## src/rtl/sd_block_writer_if.sv

```systemverilog
// rtl/sd_block_writer_if.sv - byte-exchange handshake between the block writer and the SPI engine
interface sd_block_writer_if;
  logic       spi_start;
  logic [7:0] spi_data_in;
  logic       spi_done;
  logic [7:0] spi_data_out;

  modport master (output spi_start, spi_data_in, input spi_done, spi_data_out);
  modport slave  (input spi_start, spi_data_in, output spi_done, spi_data_out);
endinterface

```

## src/rtl/sd_block_writer.sv

```systemverilog
// rtl/sd_block_writer.sv - writes one frame-buffer image to an SDHC card as CMD24 single-block writes
module sd_block_writer #(
  parameter int BLOCKS_PER_IMAGE = 300,
  parameter int R1_TIMEOUT       = 8,
  parameter int BUSY_TIMEOUT     = 65535
) (
  input  logic                     clk,
  input  logic                     reset,
  input  logic                     start,
  input  logic [1:0]               image_index,
  sd_block_writer_if.master        spi,
  output logic                     sd_cs_n,
  output logic [16:0]              fb_addr,
  input  logic [15:0]              fb_data,
  output logic                     busy,
  output logic                     done,
  output logic                     error
);

  typedef enum logic [3:0] {
    S_IDLE, S_CMD, S_R1, S_TOKEN, S_FETCH, S_DATA_HI, S_DATA_LO,
    S_CRC, S_DRESP, S_BUSY, S_NEXT, S_FINISH
  } state_t;

  localparam logic [15:0] R1_LAST    = 16'(R1_TIMEOUT - 1);
  localparam logic [15:0] BUSY_LAST  = 16'(BUSY_TIMEOUT - 1);
  localparam logic [8:0]  BLOCK_LAST = 9'(BLOCKS_PER_IMAGE - 1);

  state_t      state, state_nx;
  logic        pending, pending_nx;
  logic [2:0]  byte_cnt, byte_cnt_nx;
  logic [15:0] poll_cnt, poll_cnt_nx;
  logic        fetch_wait, fetch_wait_nx;
  logic [8:0]  block_idx, block_idx_nx;
  logic [16:0] pix_cnt, pix_cnt_nx;
  logic [15:0] pixel, pixel_nx;
  logic [1:0]  img, img_nx;
  logic        spi_start_q, spi_start_nx;
  logic [7:0]  spi_data_q, spi_data_nx;
  logic        cs_n_nx, busy_nx, done_nx, error_nx;
  logic        tx_req, fail, finish;
  logic [7:0]  tx_byte, cmd_byte;
  logic [31:0] blk_addr;
  logic        rx;
  logic [7:0]  rx_byte;

  assign spi.spi_start   = spi_start_q;
  assign spi.spi_data_in = spi_data_q;
  assign fb_addr         = pix_cnt;
  assign rx              = pending & spi.spi_done;
  assign rx_byte         = spi.spi_data_out;
  assign blk_addr        = 32'(img) * 32'(BLOCKS_PER_IMAGE) + 32'(block_idx);

  always_comb begin
    case (byte_cnt)
      3'd0:    cmd_byte = 8'h58;
      3'd1:    cmd_byte = blk_addr[31:24];
      3'd2:    cmd_byte = blk_addr[23:16];
      3'd3:    cmd_byte = blk_addr[15:8];
      3'd4:    cmd_byte = blk_addr[7:0];
      default: cmd_byte = 8'hFF;
    endcase
  end

  always_comb begin
    state_nx      = state;
    pending_nx    = pending;
    byte_cnt_nx   = byte_cnt;
    poll_cnt_nx   = poll_cnt;
    fetch_wait_nx = fetch_wait;
    block_idx_nx  = block_idx;
    pix_cnt_nx    = pix_cnt;
    pixel_nx      = pixel;
    img_nx        = img;
    spi_start_nx  = 1'b0;
    spi_data_nx   = spi_data_q;
    cs_n_nx       = sd_cs_n;
    busy_nx       = busy;
    done_nx       = 1'b0;
    error_nx      = error;
    tx_req        = 1'b0;
    tx_byte       = 8'hFF;
    fail          = 1'b0;
    finish        = 1'b0;

    case (state)
      S_IDLE: if (start) begin
        state_nx     = S_CMD;
        error_nx     = 1'b0;
        busy_nx      = 1'b1;
        cs_n_nx      = 1'b0;
        block_idx_nx = '0;
        pix_cnt_nx   = '0;
        byte_cnt_nx  = '0;
        pending_nx   = 1'b0;
        img_nx       = image_index;
      end
      S_CMD: begin
        if (!pending) begin
          tx_req  = 1'b1;
          tx_byte = cmd_byte;
        end else if (rx) begin
          pending_nx = 1'b0;
          if (byte_cnt == 3'd5) begin
            state_nx    = S_R1;
            poll_cnt_nx = '0;
          end else begin
            byte_cnt_nx = byte_cnt + 3'd1;
          end
        end
      end
      S_R1: begin
        if (!pending) begin
          tx_req = 1'b1;
        end else if (rx) begin
          pending_nx  = 1'b0;
          poll_cnt_nx = poll_cnt + 16'd1;
          if (rx_byte == 8'hFF) fail = (poll_cnt == R1_LAST);
          else if (rx_byte == 8'h00) state_nx = S_TOKEN;
          else fail = 1'b1;
        end
      end
      S_TOKEN: begin
        if (!pending) begin
          tx_req  = 1'b1;
          tx_byte = 8'hFE;
        end else if (rx) begin
          pending_nx    = 1'b0;
          state_nx      = S_FETCH;
          fetch_wait_nx = 1'b0;
        end
      end
      // fb_data follows fb_addr by one cycle; the high byte is launched as the word is latched
      S_FETCH: begin
        if (!fetch_wait) begin
          fetch_wait_nx = 1'b1;
        end else begin
          pixel_nx = fb_data;
          tx_req   = 1'b1;
          tx_byte  = fb_data[15:8];
          state_nx = S_DATA_HI;
        end
      end
      S_DATA_HI: begin
        if (!pending) begin
          tx_req  = 1'b1;
          tx_byte = pixel[15:8];
        end else if (rx) begin
          pending_nx = 1'b0;
          state_nx   = S_DATA_LO;
        end
      end
      S_DATA_LO: begin
        if (!pending) begin
          tx_req  = 1'b1;
          tx_byte = pixel[7:0];
        end else if (rx) begin
          pending_nx = 1'b0;
          if (pix_cnt[7:0] == 8'hFF) begin
            state_nx    = S_CRC;
            byte_cnt_nx = '0;
          end else begin
            pix_cnt_nx    = pix_cnt + 17'd1;
            state_nx      = S_FETCH;
            fetch_wait_nx = 1'b0;
          end
        end
      end
      S_CRC: begin
        if (!pending) begin
          tx_req = 1'b1;
        end else if (rx) begin
          pending_nx = 1'b0;
          if (byte_cnt == 3'd1) begin
            state_nx    = S_DRESP;
            poll_cnt_nx = '0;
          end else begin
            byte_cnt_nx = byte_cnt + 3'd1;
          end
        end
      end
      S_DRESP: begin
        if (!pending) begin
          tx_req = 1'b1;
        end else if (rx) begin
          pending_nx  = 1'b0;
          poll_cnt_nx = poll_cnt + 16'd1;
          if (rx_byte == 8'hFF) fail = (poll_cnt == R1_LAST);
          else if (rx_byte[4:0] == 5'b00101) begin
            state_nx    = S_BUSY;
            poll_cnt_nx = '0;
          end else fail = 1'b1;
        end
      end
      S_BUSY: begin
        if (!pending) begin
          tx_req = 1'b1;
        end else if (rx) begin
          pending_nx = 1'b0;
          if (rx_byte != 8'h00) state_nx = S_NEXT;
          else if (poll_cnt == BUSY_LAST) fail = 1'b1;
          else poll_cnt_nx = poll_cnt + 16'd1;
        end
      end
      // chip select is left low between blocks; only FINISH releases it
      S_NEXT: begin
        if (block_idx == BLOCK_LAST) begin
          finish = 1'b1;
        end else begin
          block_idx_nx = block_idx + 9'd1;
          pix_cnt_nx   = pix_cnt + 17'd1;
          byte_cnt_nx  = '0;
          state_nx     = S_CMD;
        end
      end
      S_FINISH: state_nx = S_IDLE;
      default:  state_nx = S_IDLE;
    endcase

    if (tx_req) begin
      spi_start_nx = 1'b1;
      spi_data_nx  = tx_byte;
      pending_nx   = 1'b1;
    end
    if (fail) begin
      error_nx = 1'b1;
      finish   = 1'b1;
    end
    if (finish) begin
      state_nx   = S_FINISH;
      pending_nx = 1'b0;
      cs_n_nx    = 1'b1;
      busy_nx    = 1'b0;
      done_nx    = 1'b1;
    end
  end

  always_ff @(posedge clk or posedge reset) begin
    if (reset) begin
      state       <= S_IDLE;
      pending     <= 1'b0;
      byte_cnt    <= '0;
      poll_cnt    <= '0;
      fetch_wait  <= 1'b0;
      block_idx   <= '0;
      pix_cnt     <= '0;
      pixel       <= '0;
      img         <= '0;
      spi_start_q <= 1'b0;
      spi_data_q  <= 8'hFF;
      sd_cs_n     <= 1'b1;
      busy        <= 1'b0;
      done        <= 1'b0;
      error       <= 1'b0;
    end else begin
      state       <= state_nx;
      pending     <= pending_nx;
      byte_cnt    <= byte_cnt_nx;
      poll_cnt    <= poll_cnt_nx;
      fetch_wait  <= fetch_wait_nx;
      block_idx   <= block_idx_nx;
      pix_cnt     <= pix_cnt_nx;
      pixel       <= pixel_nx;
      img         <= img_nx;
      spi_start_q <= spi_start_nx;
      spi_data_q  <= spi_data_nx;
      sd_cs_n     <= cs_n_nx;
      busy        <= busy_nx;
      done        <= done_nx;
      error       <= error_nx;
    end
  end

endmodule

```

## src/flat_wrapper.sv

```systemverilog
// flat-port wrapper written by rule: the top's interface ports become plain ports
module sd_block_writer_flat 
#(
  parameter int BLOCKS_PER_IMAGE = 300,
  parameter int R1_TIMEOUT       = 8,
  parameter int BUSY_TIMEOUT     = 65535
)
  (clk, reset, start, image_index, sd_cs_n, fb_addr, fb_data, busy, done, error, spi_spi_start, spi_spi_data_in, spi_spi_done, spi_spi_data_out);
  sd_block_writer_if spi_i ();
  input  logic clk;
  input  logic reset;
  input  logic start;
  input  logic [1:0] image_index;
  output logic sd_cs_n;
  output logic [16:0] fb_addr;
  input  logic [15:0] fb_data;
  output logic busy;
  output logic done;
  output logic error;
  output wire logic [$bits(spi_i.spi_start)-1:0] spi_spi_start;
  output wire logic [$bits(spi_i.spi_data_in)-1:0] spi_spi_data_in;
  input wire logic [$bits(spi_i.spi_done)-1:0] spi_spi_done;
  input wire logic [$bits(spi_i.spi_data_out)-1:0] spi_spi_data_out;
  assign spi_spi_start = spi_i.spi_start;
  assign spi_spi_data_in = spi_i.spi_data_in;
  assign spi_i.spi_done = spi_spi_done;
  assign spi_i.spi_data_out = spi_spi_data_out;
  sd_block_writer #(.BLOCKS_PER_IMAGE(BLOCKS_PER_IMAGE), .R1_TIMEOUT(R1_TIMEOUT), .BUSY_TIMEOUT(BUSY_TIMEOUT)) u_core (.clk(clk), .reset(reset), .start(start), .image_index(image_index), .spi(spi_i), .sd_cs_n(sd_cs_n), .fb_addr(fb_addr), .fb_data(fb_data), .busy(busy), .done(done), .error(error));
endmodule
```

## config.mk

```make
export PLATFORM = sky130hd
export DESIGN_NAME = sd_block_writer_flat
export DESIGN_NICKNAME = d
export VERILOG_FILES = /design/src/rtl/sd_block_writer_if.sv /design/src/rtl/sd_block_writer.sv /design/src/flat_wrapper.sv
export SDC_FILE = /design/constraint.sdc
export NUM_CORES = 1
export LEC_CHECK = 0
export BUFFER_PORTS_ARGS = -buffer_cell sky130_fd_sc_hd__buf_2
export CELL_PAD_IN_SITES_DETAIL_PLACEMENT = 1
export CELL_PAD_IN_SITES_GLOBAL_PLACEMENT = 1
export CORE_MARGIN = 8
export CORE_UTILIZATION = 40
export CTS_CLUSTER_DIAMETER = 200
export DETAILED_ROUTE_END_ITERATION = 7
export PLACE_DENSITY = 0.72
export SYNTH_ARGS = -nofsm -noshare
export SYNTH_HDL_FRONTEND = slang
export SYNTH_SLANG_ARGS = --single-unit
```

## constraint.sdc

```tcl
create_clock -name clk -period 2.63 [get_ports clk]
set_input_delay 0.526 -clock clk [delete_from_list [all_inputs] [get_ports clk]]
set_output_delay 0.526 -clock clk [all_outputs]
set_load 0.02 [all_outputs]
```

-- Word level (Yosys, flattened, before mapping)
Cells that the tools add are included.
- equal/unequal tests: 72
- reduce and logical (&&, ||, !) cells: 26
- bitwise gates (word level): 1
- multiplexer cells: 113
- $mul: 1
- $add $sub $neg: 5
- operator list (cell ; number):
    16-bit two-way mux ; 16
    4-bit two-way mux ; 27
    17-bit two-way mux ; 5
    16-bit case mux with 5 select lines ; 1
    8-bit case mux with 5 select lines ; 2
    3-bit by 1-bit != test with 1-bit output (second input constant) ; 22
    17-bit case mux with 3 select lines ; 1
    4-bit case mux with 11 select lines ; 1
    1-bit two-way mux ; 36
    2-bit by 1-bit != test with 1-bit output (second input constant) ; 17
    3-bit two-way mux ; 11
    8-bit two-way mux ; 4
    26-bit AND reduction ; 1
    9-bit two-way mux ; 2
    9-bit case mux with 2 select lines ; 1
    17-bit by 1-bit adder with 17-bit output (second input constant) ; 1
    16-bit by 1-bit adder with 16-bit output (second input constant) ; 1
    16-bit == test (second input constant) ; 1
    16-bit by 3-bit == test with 1-bit output (second input constant) ; 1
    4-bit by 3-bit == test with 1-bit output (second input constant) ; 4
    8-bit == test (second input constant) ; 2
    3-bit case mux with 5 select lines ; 1
    15-bit AND reduction ; 1
    2-bit != test (second input constant) ; 7
    other kinds (31) ; 52
- output and inout port bits: 30
- input port bits: 30
- word-level logic and storage cells: 233
- bits in registers: 82

-- Logic depth before layout (Yosys ltp)
- word-level depth: 9
- gate-level depth with buffers: 10
- mapped depth without buffers: 10

-- Least setup slack after synthesis
Ideal clock, no wire load.
- path type: input port to flip-flop
- start point: in spi_spi_data_out[2]
- end point: reg u_core.poll_cnt[5]
- stages: 7
- path buffers: 1
- required time: 2549 ps
- slack: -144 ps
- data arrival time: 2694 ps
- setup time: 81 ps
- cells stage by stage: or4_4 > or3b_4 > a31o_1 > or3_4 > buf_6 > or4_4 > o211ai_2
- word-level cells in the longest chain between the ends: 6
- elaborated cells on any way between the ends: 10
- classes of those cells: eq/ne: 3; mux: 5; reduce/logical: 2
- ends and longest elaborated chain (what ; line ; text):
    start, declared ; flat_wrapper.sv:23 ; input wire logic [$bits(spi_i.spi_data_out)-1:0] spi_spi_data_out;
    5-bit by 3-bit == test with 1-bit output ; sd_block_writer.sv:189 ; else if (rx_byte[4:0] == 5'b00101) begin
    16-bit two-way mux ; sd_block_writer.sv:189 ;
    16-bit two-way mux ; sd_block_writer.sv:188 ; if (rx_byte == 8'hFF) fail = (poll_cnt == R1_LAST);
    16-bit two-way mux ; sd_block_writer.sv:185 ; end else if (rx) begin
    16-bit two-way mux ; sd_block_writer.sv:183 ; if (!pending) begin
    16-bit case mux with 5 select lines ; sd_block_writer.sv:86 ; case (state)
    end signal, assigned ; sd_block_writer.sv:259 ; poll_cnt <= poll_cnt_nx;
    end, declared ; sd_block_writer.sv:32 ; logic [15:0] poll_cnt, poll_cnt_nx;
Several ways; a longest one is shown, not always the timed one. The select of a mux whose other input is x is not followed.
A chain may end at the register's enable or synchronous reset.

-- Worst setup path after layout
- start point: in spi_spi_data_out[2]
- end point: reg u_core.poll_cnt[15]
The elaborated chain is that of the path after synthesis.

==> metrics.csv <==
metric,value,unit
rsz0062_at_grt,false,
final_layout_size_suffix_gt1_share,24.0,%
routed_wl,15300,um
synth-edff-count,0,
syn_area,5070,um^2
core_area,12500,um^2
crit_chain,"buf_2, or4_4, or3b_4, a31o_1, or3_4, buf_4, buf_4, o21ai_0, o41ai_2",
syn-num-nets,606,
cp_top_family,simple AND/OR/NAND/NOR gates,
port_buffers,59,
multi_input_area,2830,um^2
clk_pin_slew,70,ps
fin_ws,131,ps
synth_seq_cells,82,
cp_data_arrival_time,2720,ps
clock.fmax,0.400,GHz
synth_most_common_cell,dfrtp_1,
dp_hpwl,11300,um
startpoint,spi_spi_data_out[2],
ys_seq_area_share,40.7,%
cts_buffers,9,
setup_violations,0,
cts_tree,built,
cpMostUsedCell,buf_4,
place_ws,-276,ps
htreeDepth,3,
final_core_util,48.3,%
syn_avg_cell_area,9.11,um^2
grt_pass1_vias,4951,
power_leakage,2.67,nW
die_area,16500,um^2
worst_setup_path_start_kind,input port,
finalNonFillerCells,806,
final-max-slew-violation-count,0,
final_area,6040,um^2
via_per_inst,5.71,
place_area,5720,um^2
slowest_stage,or4_4,
grt_use_total,19.5,%
drc,0,
nets,680,
finClkSkew,6.76,ps
fin_setup_tns,0,ps
synth_top_cell_by_area,dfrtp_1,
max-cap-violations,0,
vias,4599,
cts_setup_buffers,0,
hold_class,input port to asynchronous set/reset pin,
ys_warn_count,0,
hold-worst-slack,209,ps
dp.cells,791,
status,completed,
wire_per_inst,19.0,um
worstMarginPinSlew,783,ps
grt_max_degree,41,
cts_sinks,82,
diodes,0,
seq_area,2060,um^2
path_buf_inv,3,
maxSlewHeadroom,47.5,%
synth_area_leaders,"dfrtp_1 36%, ha_1 4.7%, dfstp_2 4.7%",
die_w,129,um
worst_setup_path_end_kind,register,
worstPathRequired,2850,ps
place.gp.congestion,0.830,
hold_viol_final,0,
syn_inst,556,
max_stage_delay,530,ps
clk_latency,350,ps
vdd_drop_max,0.000577,V
clockBufferDepth,2,
critPathKind,input port to register,
synthTopCellsByCount,"73 x dfrtp_1, 56 x nor2_1, 45 x nand2_1, 34 x o21ai_0, 25 x nand3_1",
pwr_density_cell,1040,nW/um^2
synth_cell_types,69,
synth_top_area_share,36.0,%
num_io_pins,60,
finalPower,6.26,mW
antenna_found_initial,0,
firstDrtPassIters,4,
ant_nets,0,
async_flop_share,100,%
grt_pass1_wl,25800,um
start_util,40.5,%
period_share,95.0,%
grt_overflow_total,0,
post-route-min-period,2500,ps
ys.flop_type,dfrtp_1,
root_buffer,clkbuf_16,
syn2layout_area_growth,19.2,%
fillerInstances,1520,
r2r_start,u_core.img[0],
die_h,129,um
crit_fanout,9,
num_rows,41,
drt_iter0_markers,295,
[worst register-to-register path: stages, from the launching register on]
cell     delay [ps]
dfrtp_2         410
inv_1            70
ha_1            220
ha_1            340
or4_1           530
o21a_1          140
and4_1          200
nor4_1          240
o21ai_0         130
o21a_1          120
[cell type report]
class / count / share of cell area, %
well taps: 172 / 3.56
repair buffers: 92 / 9.19
multi-input cells: 427 / 46.8
clock buffers: 10 / 3.79
inverters: 18 / 1.14
clock inverters: 5 / 1.33
flip-flops and latches: 82 / 34.2
[state kept, by name, indices dropped and copies added (netlist names)]
| signal | count |
|---|---|
| u_core.error | 1 |
| u_core.done | 1 |
| u_core.spi.spi_start | 1 |
| u_core.pixel | 16 |
| u_core.fb_addr | 17 |
| u_core.byte_cnt | 3 |
| u_core.poll_cnt | 16 |
| u_core.fetch_wait | 1 |
| u_core.spi.spi_data_in | 8 |
| u_core.state | 4 |
| u_core.sd_cs_n | 1 |
| u_core.img | 2 |
| u_core.busy | 1 |
| u_core.pending | 1 |
| u_core.block_idx | 9 |
[logic make-up (layout without fill, tap and decap cells)]
logic type	after synthesis	in the layout	synth area share, %
DFF	82	82	40.7
muxes	21	21	4.64
buffers and inverters	47	125	3.85
xor gates and xnor gates	24	24	4.15
and+or+nand+nor	218	218	22.4
AOI/OAI and AO/OA	144	144	19.1
adders and majority gates	20	20	5.09
[metal layers]
metal | GRT usage [%] | vias to the layer above | share of wire [%]
met3 | 4.55 | 9 | 4.8
met4 | 4.91 | 0 | 0.93
met2 | 31.9 | 82 | 48
met5 | 0 | - | 0
met1 | 25.3 | 2320 | 46
li1 | - | 2188 | -
[what timing repair did]
action	in CTS	in global routing
setup endpoints to repair	0	3
hold buffers	0	0
resized for setup	0	3
[where the power goes]
part           leakage, nW  switching (mW)  total, mW  internal (mW)
combinational         1.48            1.76       2.96           1.20
sequential            1.05           0.307       1.95           1.65
clock                0.146           0.522       1.35          0.825
[worst paths after layout]
kind	to	slack (ps)	cells past startpoint
min reg2reg	u_core.error	490	2
min in group clk	u_core.img[1]	390	3
max reg2reg	u_core.spi.spi_data_in[1]	170	9
max	u_core.poll_cnt[15]	130	9
max in group asynchronous	u_core.sd_cs_n	1730	3
min	u_core.poll_cnt[0]	210	2
[layout by cell type, fill, tap and decap left out, types with 6 or more instances in the layout]
cell type	instances
dfrtp_1	72
buf_2	59
nor2_1	56
nand2_1	45
o21ai_0	34
buf_4	32
nand3_1	25
a21oi_1	24
mux2_2	20
xor2_1	19
ha_1	19
inv_1	16
nand4_1	12
nor2b_1	12
o31ai_1	12
nor3_1	11
o22ai_1	10
and3_1	9
clkbuf_16	9
dfstp_2	9
o21a_1	7
nand2b_1	6
and2_1	6
o21bai_1	6
nor4_1	6
Note: power is estimated with default switching activity, not from simulation.
